File: config.mk
export PLATFORM = sky130hd
export DESIGN_NAME = img_mem_ctrl
export DESIGN_NICKNAME = d
export VERILOG_FILES = /design/src/rtl/img_mem_ctrl.sv
export SDC_FILE = /design/constraint.sdc
export NUM_CORES = 1
export LEC_CHECK = 0
export CAP_MARGIN = 20
export CORE_MARGIN = 2
export CORE_UTILIZATION = 39
export DETAILED_ROUTE_END_ITERATION = 7
export GPL_ROUTABILITY_DRIVEN = 0
export GPL_TIMING_DRIVEN = 0
export PLACE_DENSITY = 0.85
export RECOVER_POWER = 50
export SLEW_MARGIN = 5
export SYNTH_ARGS = -nofsm -noshare
export SYNTH_HDL_FRONTEND = slang
export SYNTH_SLANG_ARGS = --single-unit
File: constraint.sdc
create_clock -name clk -period 3.54 [get_ports clk]
set_clock_uncertainty 0.15 [all_clocks]
set_input_delay 0.708 -clock clk [delete_from_list [all_inputs] [get_ports clk]]
set_output_delay 0.708 -clock clk [all_outputs]
set_load 0.05 [all_outputs]
File: src/rtl/img_mem_ctrl.sv
// img_mem_ctrl: sole owner of the single-port image memory pins.
// Streams one image in at addresses 0..DEPTH-1 (LOAD), then serves
// single-cycle-latency random reads from the NN core (FULL) until the
// core releases the image with img_done.
// Optional feature macro: IMG_MEM_CTRL_OVERLAP_EN -- when defined, reads
// of already-written words are served during LOAD (read wins, loader stalls).
module img_mem_ctrl #(
  parameter int DEPTH  = 784,
  parameter int ADDR_W = 10,
  parameter int DATA_W = 16
) (
  input  logic              clk,
  input  logic              rst_n,
  input  logic              s_valid,
  output logic              s_ready,
  input  logic [DATA_W-1:0] s_data,
  input  logic              rd_req,
  input  logic [ADDR_W-1:0] rd_addr,
  output logic              rd_valid,
  output logic [DATA_W-1:0] rd_data,
  output logic              rd_err,
  output logic              img_ready,
  input  logic              img_done,
  input  logic              load_abort,
  output logic              mem_we,
  output logic              mem_en,
  output logic [ADDR_W-1:0] mem_addr,
  output logic [DATA_W-1:0] mem_din,
  input  logic [DATA_W-1:0] mem_dout
);

  typedef enum logic {LOAD = 1'b0, FULL = 1'b1} state_t;

  typedef struct packed {
    logic              vld;
    logic              err;
    logic [DATA_W-1:0] data;
  } rsp_t;

  localparam logic [ADDR_W:0]   DEPTH_X = (ADDR_W+1)'(DEPTH);
  localparam logic [ADDR_W-1:0] LAST    = ADDR_W'(DEPTH - 1);

  state_t            state, state_nxt;
  logic [ADDR_W-1:0] wr_ptr, wr_ptr_nxt;
  logic              in_range, rd_grant, wr_hs;
  rsp_t              rsp_q, rsp_d;

  assign in_range = ({1'b0, rd_addr} < DEPTH_X);

  // State and write pointer register
  always_ff @(posedge clk or negedge rst_n) begin
    if (!rst_n) begin
      state  <= LOAD;
      wr_ptr <= '0;
    end else begin
      state  <= state_nxt;
      wr_ptr <= wr_ptr_nxt;
    end
  end

  // Next state: abort dominates, last handshake fills, img_done releases
  always_comb begin
    state_nxt  = state;
    wr_ptr_nxt = wr_ptr;
    if (load_abort) begin
      state_nxt  = LOAD;
      wr_ptr_nxt = '0;
    end else if (state == LOAD) begin
      if (wr_hs) begin
        if (wr_ptr == LAST) begin
          state_nxt  = FULL;
          wr_ptr_nxt = '0;
        end else begin
          wr_ptr_nxt = wr_ptr + 1'b1;
        end
      end
    end else if (img_done) begin
      state_nxt  = LOAD;
      wr_ptr_nxt = '0;
    end
  end

  // Outputs: read grant, loader handshake and memory pins (all combinational).
  // rst_n gates the handshake so nothing is written while reset is held.
  always_comb begin
    rd_grant = 1'b0;
    if (rst_n && !load_abort && rd_req) begin
      if (state == FULL) rd_grant = in_range;
`ifdef IMG_MEM_CTRL_OVERLAP_EN
      else               rd_grant = (rd_addr < wr_ptr);
`endif
    end
    s_ready   = rst_n && !load_abort && (state == LOAD) && !rd_grant;
    wr_hs     = s_valid && s_ready;
    img_ready = (state == FULL);
    mem_en    = wr_hs || rd_grant;
    mem_we    = wr_hs;
    mem_addr  = '0;
    mem_din   = '0;
    if (wr_hs) begin
      mem_addr = wr_ptr;
      mem_din  = s_data;
    end else if (rd_grant) begin
      mem_addr = rd_addr;
    end
  end

  // Every request gets one response next cycle; refused ones return err, data 0
  always_comb begin
    rsp_d.vld  = rd_req;
    rsp_d.err  = rd_req && !rd_grant;
    rsp_d.data = rd_grant ? mem_dout : '0;
  end

  // Registered read response
  always_ff @(posedge clk or negedge rst_n) begin
    if (!rst_n) rsp_q <= '0;
    else        rsp_q <= rsp_d;
  end

  assign rd_valid = rsp_q.vld;
  assign rd_err   = rsp_q.err;
  assign rd_data  = rsp_q.data;

endmodule

## Word level (Yosys, flattened, before mapping)

Index checks and enable logic that the tools add are counted.

- Flip-flop bits (word level): 29
- Input bits: 48
- Output and inout bits: 48
- Logic and storage cells: 37

- $add $sub $neg: 1
- Magnitude comparators: 1
- Eq/ne operators: 2
- Mux-type cells: 16
- Bitwise operators: 1
- Reduce and logical (&&, ||, !) cells: 11

Operators by type and width:

| kind | number |
|---|---|
| $mux 10 | 7 |
| $mux 16 | 2 |
| $add 10x1->10 const B | 1 |
| $eq 10x10->1 const B | 1 |
| $lt 10x10->1 const B | 1 |
| $mux 1 | 7 |
| $logic_and 1x1->1 | 6 |
| $ne 3x3->1 const B | 1 |
| $reduce_bool 3->1 | 1 |
| $logic_not 1->1 | 2 |
| $reduce_and 2->1 | 1 |
| $logic_or 1x1->1 | 1 |
| $not 1->1 | 1 |

## Longest topological paths before layout

- Word-level depth: 10
- Depth in mapped cells: 5
- Depth with buffers taken out: 5

## Least setup slack after synthesis

OpenSTA, ideal clock, no wires.

- Path type: input to output
- Start point: in load_abort
- End point: out mem_din[10]
- Data arrival time: 2.139 ns
- Data required time: 2.682 ns
- Setup slack: 0.543 ns
- Stages: 5
- Path buffers: 2
- Cells stage by stage: nor2_1 and3_1 buf_2 buf_2 and2_1

- Longest elaborated chain between the ends: 8
- Elaborated cells between the ends (all ways): 9
- Those cells by class: 2 x mux; 7 x reduce/logical

Ends and longest elaborated chain:

| element | line | RTL |
|---|---|---|
| start, declared | 24 | `input logic load_abort,` |
| $logic_not 1->1 * | 87, 93 |  |
| $logic_and 1x1->1 * | 87, 93 |  |
| $logic_and 1x1->1 | 87 | `if (rst_n && !load_abort && rd_req) begin` |
| $mux 1 | 87 |  |
| $logic_not 1->1 | 93 | `s_ready = rst_n && !load_abort && (state == LOAD) && !rd_grant;` |
| $logic_and 1x1->1 * | 93 |  |
| $logic_and 1x1->1 * | 94 | `wr_hs = s_valid && s_ready;` |
| named net mem_we | 25 | `output logic mem_we,` |
| $mux 16 * | 100 | `if (wr_hs) begin` |
| end, declared | 28 | `output logic [DATA_W-1:0] mem_din,` |

Mark *: on every way through the listed nets, which the timed path passes. The rest lies on a longest branch.

## Worst setup path in the final report

- Start point: in rd_addr[6]
- End point: out mem_addr[6]

- Longest elaborated chain between the ends: 7
- Elaborated cells between the ends (all ways): 8
- Those cells by class: 1 x order compare; 4 x mux; 3 x reduce/logical

Ends and longest elaborated chain:

| element | line | RTL |
|---|---|---|
| start, declared | 18 | `input logic [ADDR_W-1:0] rd_addr,` |
| $lt 10x10->1 | 48 | `assign in_range = ({1'b0, rd_addr} < DEPTH_X);` |
| $mux 1 | 88 | `if (state == FULL) rd_grant = in_range;` |
| $mux 1 | 87 |  |
| $logic_not 1->1 | 93 |  |
| $logic_and 1x1->1 | 93 |  |
| $logic_and 1x1->1 | 94 |  |
| $mux 10 * | 100 |  |
| end, declared | 27 | `output logic [ADDR_W-1:0] mem_addr,` |

Every way passes the cells marked *; elsewhere a longest branch is shown, timed or not.

==> flow_metrics.tcl <==
set metrics [dict create \
    num_io_pins 96 \
    synth_top_area_share_pct 48.5 \
    syn2layout_area_growth_pct 73.9 \
    drt_iter0_drc 46 \
    fillers 273 \
    synth-compound-area-share_pct 15.0 \
    nNetsFinal 295 \
    drt.antenna.violating_nets 0 \
    final-max-slew-violation-count 0 \
    port_buffers 95 \
    worst-path-buf-inv 3 \
    avgSynthCellArea_sq_um 10.6 \
    root_buffer "clkbuf_8" \
    leakagePower_nw 1.15 \
    async_flop_share_pct 100 \
    grt_overflow 0 \
    ctsHtreeMaxLevel 2 \
    clkTransAtPathRegs_ns 0.06 \
    layout_common_cells "clkdlybuf4s50_1 (57), dfrtp_1 (29), and2_1 (28), clkdlybuf4s15_2 (16)" \
    syn_inst 141 \
    crit_arrival_ns 2.62 \
    holdWs_ns 0.236 \
    syn_nets 190 \
    power_density_mw_per_mm2 285 \
    yosys.area.top_type "dfrtp_1" \
    synthSimpleGateAreaFrac_pct 29.8 \
    period_needed_ns 3.48 \
    first_global_vias 1402 \
    final_common_cell "clkdlybuf4s50_1" \
    die_h_microns 65.9 \
    drive_gt1_share_pct 24.3 \
    crit_path_max_fanout 10 \
    crit_type "in2out" \
    worst_pin_slew_ns 0.608 \
    rsz0062_at_grt "false" \
    ir_drop_mv 0.218 \
    chipWidth_microns 65.9 \
    drv_cap 0 \
    crit_chain "clkdlybuf4s50_1 -> or4_4 -> a31oi_4 -> buf_6 -> a22o_2 -> clkdlybuf4s18_2" \
    synth_seq_area_share_pct 48.5 \
    outcome "completed" \
    clkLatencyLatePin_ns 0.28 \
    core_area_sq_mm 0.00366 \
    synthAdderAreaFrac_pct 0.837 \
    setup_tns_ns 0 \
    cts_sinks 29 \
    finalSetupViolCount 0 \
    synthMuxAreaShare_pct 0 \
    first_pass_iters 4 \
    maxSlewHeadroom_pct 59.1 \
    hpwl_microns 3200 \
    hold_class "in2async" \
    num_rows 22 \
    vias 1447 \
    synth_edf_count 0 \
    fmax_ghz 0.288 \
    worstSetupEndpointType "primary output" \
    start_util_pct 40.8 \
    slowest_stage "or4_4" \
    ys.flop_type "dfrtp_1" \
    synth_top_family_by_area "simple AND/OR/NAND/NOR gates" \
    antenna_found_initial 0 \
    remaining_drc_errors 0 \
    via_per_inst 4.91 \
    required_ns 2.68 \
    power.total_mw 0.742 \
    synth-seq-cells 29 \
    netlist_area_sq_mm 0.00150 \
    cts_max_path_buffers 2 \
    ys_types 38 \
    antenna_cells 0 \
    yosysWarningCount 0 \
    hold_violations 0 \
    fin_util_pct 71.0 \
    wire_per_inst_microns 14.3 \
    critPathMaxStageDelay_ns 0.59 \
    cts_tree "done" \
    grt_max_degree 34 \
    grtUsageTotal_pct 20.8 \
    synth_xor_area_share_pct 2.34 \
    synthTopCellsByArea "dfrtp_1 (49%), and2_1 (12%), a22o_1 (5.3%)" \
    start_kind "input port" \
    numCtsBuffers 5 \
    wl_microns 4210 \
    cp_top_family "buffers and inverters" \
    dieArea_sq_mm 0.00434 \
    post-route-period-util_pct 98.2 \
    grt_pass1_wl_microns 6710 \
]
==> metrics by stage <==
stage                     setup WS [ns]  cell area (sq um)  instances
after floorplan                   0.543               1500        141
after global placement            -1.40               2510        284
after detailed placement         -0.597               2500        284
after CTS                       0.00378               2620        294
after global routing             0.0116               2600        295
final                            0.0645               2600        295
==> power by group <==
part / switching (mW) / leakage (nW) / internal [mW]
Combinational: 0.0677 / 0.703 / 0.0689
Sequential: 0.00709 / 0.398 / 0.337
Clock: 0.126 / 0.0439 / 0.135
Total: 0.201 / 1.15 / 0.541
==> synthesized netlist by cell type, drive strengths merged (3+ instances only) <==
cell type	number
a211oi	4
a22o	10
and2	34
buf	4
dfrtp	29
inv	3
nand2	7
nand3	5
nand3b	3
nor2	7
o21ai	6
xnor2	4
==> path summary, 6_finish.rpt <==
path	startpoint	end	slack, ns	cells past startpoint
setup reg to reg	wr_ptr[0]$_DFFE_PN0P_	wr_ptr[9]$_DFFE_PN0P_	1.45	5
hold / removal	rst_n	rd_data[9]$_DFF_PN0_	0.24	1
min in group clk	wr_ptr[0]$_DFFE_PN0P_	wr_ptr[0]$_DFFE_PN0P_	0.44	1
hold reg to reg	wr_ptr[0]$_DFFE_PN0P_	wr_ptr[0]$_DFFE_PN0P_	0.44	1
max in group asynchronous	rst_n	rd_data[1]$_DFF_PN0_	2.70	1
setup / recovery	rd_addr[6]	mem_addr[6]	0.06	6
==> layout make-up <==
type,instances,area (sq um),area share [%]
Tap cell,48,60.1,2.31
Buffer,6,41.3,1.59
Clock buffer,5,68.8,2.65
Inverter,3,11.3,0.433
Clock inverter,3,17.5,0.674
Multi-Input combinational cell,104,742,28.5
Timing Repair Buffer,97,933,35.9
Sequential cell,29,726,27.9
==> registers in the layout, indices dropped and copies added (netlist names) <==
| signal | count |
|---|---|
| rd_err | 1 |
| img_ready | 1 |
| rd_data | 16 |
| rd_valid | 1 |
| wr_ptr | 10 |
==> layer usage <==
layer	vias up	wire length, microns	global-route usage [%]
met2	56	2110	33.5
li1	706	-	-
met4	0	151	11.2
met1	672	1680	24.8
met3	13	262	6.13
met5	-	0	0
==> kinds of logic (layout without fill, tap and decap cells) <==
family,after synthesis,count (layout)
flops,29,29
fa+ha+maj,1,1
xor+xnor,4,4
buf+inv,9,114
simple gates,70,70
compound gates,28,29
==> repair_timing <==
item,in CTS,in global routing
pin swaps,1,1
endpoints found under the setup margin,28,28
setup buffers,1,1
hold buffers,0,0
resized for setup,76,18
cloned,1,0
Note: power is estimated with default switching activity, not from simulation.
